## src/rtl/digit_serial_adder.sv

```systemverilog
// -----------------------------------------------------------------------------
// digit_serial_adder
//
// Multi-cycle adder that adds two WIDTH-bit operands plus a carry-in, DIGIT
// bits per clock, least-significant digit first. It uses a single DIGIT-bit
// adder slice, so area scales with DIGIT rather than WIDTH.
// An operation takes N = WIDTH/DIGIT cycles from the accepting edge to done.
//
// Optional feature: define DSA_SUB_EN to add the 'sub' input. When sub=1 the
// block computes a - b as a + ~b + 1, and c is ignored.
//
// Ports
//   clk       in   1      rising-edge clock
//   rst_n     in   1      asynchronous, active-low reset
//   start     in   1      request; accepted only while busy=0
//   a, b      in   WIDTH  operands, sampled on the accepting edge only
//   c         in   1      carry-in, sampled on the accepting edge only
//   sub       in   1      (DSA_SUB_EN only) subtract select, sampled with a/b
//   busy      out  1      operation in progress
//   done      out  1      one-cycle pulse: sum/carry/overflow just updated
//   sum       out  WIDTH  result, held until the next completion
//   carry     out  1      carry out of bit WIDTH-1 (no-borrow when subtracting)
//   overflow  out  1      two's-complement signed overflow of the result
// -----------------------------------------------------------------------------
module digit_serial_adder #(
    parameter int WIDTH = 16,
    parameter int DIGIT = 4
) (
    input  logic             clk,
    input  logic             rst_n,
    input  logic             start,
    input  logic [WIDTH-1:0] a,
    input  logic [WIDTH-1:0] b,
    input  logic             c,
`ifdef DSA_SUB_EN
    input  logic             sub,
`endif
    output logic             busy,
    output logic             done,
    output logic [WIDTH-1:0] sum,
    output logic             carry,
    output logic             overflow
);

    localparam int N  = WIDTH / DIGIT;
    localparam int CW = (N > 1) ? $clog2(N) : 1;
    localparam logic [CW-1:0] LAST = CW'(N - 1);

    typedef enum logic {IDLE, RUN} state_t;

    state_t           state_reg, state_next;
    logic [WIDTH-1:0] a_reg, b_reg, res_reg, res_next;
    logic             carry_run_reg;
    logic             a_msb_reg, b_msb_reg;
    logic [CW-1:0]    cnt_reg;

    logic [WIDTH-1:0] b_eff;
    logic             c_eff;
    logic [DIGIT:0]   slice_full;
    logic             last_digit;

    // Operand conditioning applied once at capture time, so the serial
    // datapath only ever adds.
`ifdef DSA_SUB_EN
    assign b_eff = sub ? ~b : b;
    assign c_eff = sub ? 1'b1 : c;
`else
    assign b_eff = b;
    assign c_eff = c;
`endif

    // Operand registers shift right each cycle, so the active digit is always
    // in the low DIGIT bits.
    assign slice_full = {1'b0, a_reg[DIGIT-1:0]}
                      + {1'b0, b_reg[DIGIT-1:0]}
                      + {{DIGIT{1'b0}}, carry_run_reg};

    assign last_digit = (cnt_reg == LAST);
    assign busy       = (state_reg == RUN);

    // The result register fills from the top: after N shifts, the first digit
    // computed has reached the least-significant position.
    always_comb begin
        res_next = res_reg >> DIGIT;
        res_next[WIDTH-1 -: DIGIT] = slice_full[DIGIT-1:0];
    end

    always_comb begin
        state_next = state_reg;
        case (state_reg)
            IDLE:    if (start)      state_next = RUN;
            RUN:     if (last_digit) state_next = IDLE;
            default:                 state_next = IDLE;
        endcase
    end

    always_ff @(posedge clk or negedge rst_n) begin
        if (!rst_n) begin
            state_reg <= IDLE;
        end else begin
            state_reg <= state_next;
        end
    end

    always_ff @(posedge clk or negedge rst_n) begin
        if (!rst_n) begin
            a_reg         <= '0;
            b_reg         <= '0;
            res_reg       <= '0;
            carry_run_reg <= 1'b0;
            a_msb_reg     <= 1'b0;
            b_msb_reg     <= 1'b0;
            cnt_reg       <= '0;
            done          <= 1'b0;
            sum           <= '0;
            carry         <= 1'b0;
            overflow      <= 1'b0;
        end else begin
            done <= 1'b0;
            case (state_reg)
                IDLE: begin
                    if (start) begin
                        a_reg         <= a;
                        b_reg         <= b_eff;
                        carry_run_reg <= c_eff;
                        // Sign bits are kept aside because the operand
                        // registers are shifted away during the run.
                        a_msb_reg     <= a[WIDTH-1];
                        b_msb_reg     <= b_eff[WIDTH-1];
                        res_reg       <= '0;
                        cnt_reg       <= '0;
                    end
                end
                RUN: begin
                    a_reg         <= a_reg >> DIGIT;
                    b_reg         <= b_reg >> DIGIT;
                    carry_run_reg <= slice_full[DIGIT];
                    res_reg       <= res_next;
                    cnt_reg       <= cnt_reg + 1'b1;
                    if (last_digit) begin
                        sum      <= res_next;
                        carry    <= slice_full[DIGIT];
                        overflow <= (a_msb_reg == b_msb_reg) &&
                                    (res_next[WIDTH-1] != a_msb_reg);
                        done     <= 1'b1;
                    end
                end
                default: ;
            endcase
        end
    end

endmodule

```

## config.mk

```make
export PLATFORM = sky130hd
export DESIGN_NAME = digit_serial_adder
export DESIGN_NICKNAME = d
export VERILOG_FILES = /design/src/rtl/digit_serial_adder.sv
export SDC_FILE = /design/constraint.sdc
export NUM_CORES = 1
export LEC_CHECK = 0
export BUFFER_PORTS_ARGS = -buffer_cell sky130_fd_sc_hd__buf_2
export CAP_MARGIN = 5
export CORE_MARGIN = 3
export CORE_UTILIZATION = 40
export DETAILED_ROUTE_END_ITERATION = 6
export SETUP_SLACK_MARGIN = 0.15
export SYNTH_ARGS = -nofsm -noshare
export SYNTH_HDL_FRONTEND = slang
export SYNTH_SLANG_ARGS = --single-unit
```

## constraint.sdc

```tcl
create_clock -name clk -period 4.9 [get_ports clk]
set_clock_uncertainty 0.2 [all_clocks]
set_input_delay 0 -clock clk [delete_from_list [all_inputs] [get_ports clk]]
set_output_delay 0 -clock clk [all_outputs]
set_load 0.02 [all_outputs]
```

# Yosys cells after proc, flatten, opt, wreduce, memory -nomap -nowiden

Cells that the tools add are included.

Bits in registers: 73
Output and inout bits: 20
Word-level logic and storage cells: 38
Input bits: 36

Multiplexer cells: 15
Bitwise operators: 1
Add/subtract/negate cells: 3
Reductions and logical operators: 3
Eq/ne operators: 4

Operators by type and width:

| cell                  | count |
|---|---|
| $pmux W16 S2          | 3 |
| $mux W16              | 3 |
| $add A4 B4 Y5         | 1 |
| $add A5 B1 Y5         | 1 |
| $mux W1               | 5 |
| $pmux W1 S2           | 2 |
| $pmux W2 S2           | 1 |
| $reduce_and A2 Y1     | 2 |
| $add A2 B1 Y2 const B | 1 |
| $eq A2 B2 Y1 const B  | 1 |
| $mux W2               | 1 |
| $ne A2 B2 Y1 const B  | 1 |
| $eq A1 B1 Y1          | 1 |
| $logic_and A1 B1 Y1   | 1 |
| $ne A1 B1 Y1          | 1 |
| $not A1 Y1            | 1 |

# Depth between registers and ports, before layout

Depth after elaboration: 4
Gate-level depth with buffers: 6
Gate-level depth less buffers: 6

# Worst setup path before layout

OpenSTA, ideal clock, no wires.

Path kind: flip-flop to flip-flop
From: register a_reg[0]
To: register res_reg[14]
Setup time: 0.120 ns
Clock period less this slack: 1.958 ns
Buffers on the path: 0
Required time: 4.580 ns
Cell stages (with the launch flop): 6
Arrival time: 1.638 ns
Path slack: 2.942 ns
Cells stage by stage: dfrtp_1 -> fa_1 -> fa_1 -> xnor2_1 -> nor2_1 -> a31o_2

Cells in the longest elaborated chain, start to end: 3

Ends and longest elaborated chain:

| element                | RTL line | source |
|---|---|---|
| from (decl)            | 52       | `logic [WIDTH-1:0] a_reg, b_reg, res_reg, res_next;` |
| from (signal assigned) | 135      | `a_reg <= a_reg >> DIGIT;` |
| $add A4 B4 Y5          | 75       | `+ {1'b0, b_reg[DIGIT-1:0]}` |
| $add A5 B1 Y5          | 76       | `+ {{DIGIT{1'b0}}, carry_run_reg};` |
| $pmux W16 S2           | 120      | `case (state_reg)` |
| to (signal assigned)   | 138      | `res_reg <= res_next;` |
| to (decl)              | 52       |  |

Every way passes these cells.
A chain may end at the register's enable or synchronous reset.

# Worst setup path in the final report

From: register state_reg, in the netlist busy
To: register a_msb_reg

Cells in the longest elaborated chain, start to end: 2

Ends and longest elaborated chain:

| element                            | RTL line | source |
|---|---|---|
| from (decl)                        | 51       | `state_t state_reg, state_next;` |
| from (signal assigned)             | 101      | `state_reg <= state_next;` |
| $not A1 Y1                         | n/a      |  |
| $reduce_and A2 Y1 (no source line) | n/a      |  |
| to (signal assigned)               | 128      | `a_msb_reg <= a[WIDTH-1];` |
| to (decl)                          | 54       | `logic a_msb_reg, b_msb_reg;` |

Every way passes these cells.

==> impl_metrics.toml <==
[outcome]
status = "completed"

[die]
die_h_um = 91.54
die_w_um = 91.54
die-area_mm2 = 0.008379
initial_core_util_pct = 42.14
rows = 30
design.core.area_mm2 = 0.006944
io_pins = 56

[logic_synthesis]
synth-seq-cells = 69
seq_area_frac_synth_pct = 59.00
synth_fp_nets = 295
synth_ff_type = "dfrtp_1"
synthCells = 253
synthArstFlopShare_pct = 100.0
synth_edf_count = 0
yosys_warnings = 0
syn_area_per_cell_um2 = 11.57
syn_area_mm2 = 0.002927
ys_types = 25

[cts]
cts_hold_buffers = 34
cts_tree = "yes"
clock_path_buffers = 2
htreeDepth = 3
cts_inserted_buffers = 9
cts_root_buf = "clkbuf_8"
clock_latency_ns = 0.35
clk_pin_slew_ns = 0.07
cts_setup_buffers = 0
cts.repair.resized = 0
cts_sinks = 69

[worst_hold_path]
hold_path_depth = 3
holdCritPathClass = "input pin to flop"

[power]
p_seq_share_pct = 44.7
p_sw_mw = 0.7694
pwr_density_cell_mw_per_mm2 = 556.2
total_power_mw = 2.111
clkPwrFrac_pct = 19.5
internal_power_mw = 1.341
irDropWorstVdd_mv = 0.2490
pwr-share-comb_pct = 35.7
swShare_pct = 36.45
p_leak_nw = 1.874

[routing]
vias_per_cell = 4.794
wl_met1_um = 2697
detail_route.wl_per_cell_um = 13.19
drc = 0
met3_length_um = 258
ant_nets = 0
num_vias = 2114
drt_pass1_iterations = 4
drt_wl_total_um = 5817
wl_met2_um = 2781
highest_layer = "met4"
dr.first_iter.drc_count = 133

[worst_setup_path]
crit_path_start_kind = "flop"
crit_path_max_fanout = 72
end_kind = "flop"
crit_required_ns = 4.93
arrival_ns = 2.13
crit_type = "flop to flop"
r2r_cells = 4

[grt]
gr-usage-all-layers_pct = 15.27
grt_pass1_vias = 2142
grt_max_degree = 73
grt_overflow = 0
grt_pass1_wl_um = 10120
antenna_found_initial = 0

[timing]
fin_tns_setup_ns = 0
fmax_ghz = 0.4774
period_minus_slack_ns = 2.095
worst_slew_pin_slew_ns = 0.8516
finalSetupViolCount = 0
maxSlewViolCount = 0
rsz0062_at_grt = "false"
slew_headroom_pct = 43.23
fin_crit_sh_pct = 42.75
finalHoldViolCount = 0
timing.hold.ws_ns = 0.1524

[cells_and_area]
mostFrequentLayoutCells = "dfrtp_1, buf_2, nand2_1"
syn2layout_area_growth_pct = 29.67
stdcell_count = 441
n_antenna_cell = 0
layout_commonest_cell = "dfrtp_1"
nFillCells = 598
layout-drive-gt1-share_pct = 26.38
multi_input_area_mm2 = 0.001116
finish.net_count = 382
seq_area_mm2 = 0.001728

[placement]
gp_congestion = 0.6804
portBuffers = 55
dp_hpwl_um = 3630
dp.cells = 391

[flow_run]
drv_cap = 0
power groups by stage:
stage	logic, mW	clock network [mW]	registers, mW
final	0.754	0.412	0.944
after global routing	0.850	0.452	0.978
after CTS	0.769	0.429	0.948
after detailed placement	0.744	0	0.957
after global placement	0.734	0	0.949
after floorplan	0.465	0	1.01
metrics by stage:
stage	area (um2)	utilization, %	setup slack, ns
2_1_floorplan	2927	-	2.942
3_3_place_gp	3277	47.19	2.816
3_5_place_dp	3277	47.19	2.791
4_1_cts	3795	54.65	2.780
5_1_grt	3795	54.65	2.630
6_report	3795	54.65	2.805
cells by family after synthesis:
group | count (synthesis) | share of synthesized area [%]
xor gates and xnor gates | 1 | 0.2993
adders and majority gates | 6 | 3.078
muxes | 48 | 17.10
buffers and inverters | 20 | 2.864
DFF | 69 | 59.00
AOI/OAI and AO/OA | 49 | 9.577
and+or+nand+nor | 60 | 8.081
cells in the mapped netlist (2+ instances only):
master	count	area (um2)
dfrtp_1	69	1727
nand2_1	42	157.7
o21ai_0	34	170.2
mux2i_1	32	320.3
mux2_2	16	180.2
nor2_1	13	48.80
clkbuf_1	8	30.03
buf_2	7	35.03
a22o_1	5	43.79
a21oi_1	4	20.02
ha_1	4	50.05
inv_1	4	15.01
fa_1	2	40.04
nand3_1	2	10.01
worst paths after layout:
path	from	to	slack [ns]
min reg2reg	a_reg[4]$_DFFE_PN0P_	a_reg[0]$_DFFE_PN0P_	0.28
max reg2reg	busy$_DFF_PN0_	a_msb_reg$_DFFE_PN0P_	2.81
max in group asynchronous	rst_n	busy$_DFF_PN0_	3.71
min	start	res_reg[15]$_DFFE_PN0P_	0.15
min in group asynchronous	rst_n	sum[5]$_DFFE_PN0P_	0.20
max	busy$_DFF_PN0_	a_msb_reg$_DFFE_PN0P_	2.81
layer usage:
layer  GRT usage (%)  vias up
met5               0        -
met4           5.276        0
met3           5.137        9
met2           24.59       45
met1           19.15     1015
li1                -     1045
critical path: stages (launching register included):
cell     delay [ns]
dfrtp_2        0.35
buf_4          0.50
inv_1          0.36
nand2_1        0.20
mux2_2         0.34
final cells by class:
| type | count | area share, % |
|---|---|---|
| Multi-Input combinational cell | 164 | 29.41 |
| Clock buffer | 12 | 4.088 |
| Tap cell | 96 | 3.165 |
| Inverter | 4 | 0.3956 |
| Sequential cell | 69 | 45.53 |
| Clock inverter | 4 | 0.5935 |
| Timing Repair Buffer | 92 | 16.82 |
Note: power is estimated with default switching activity, not from simulation.
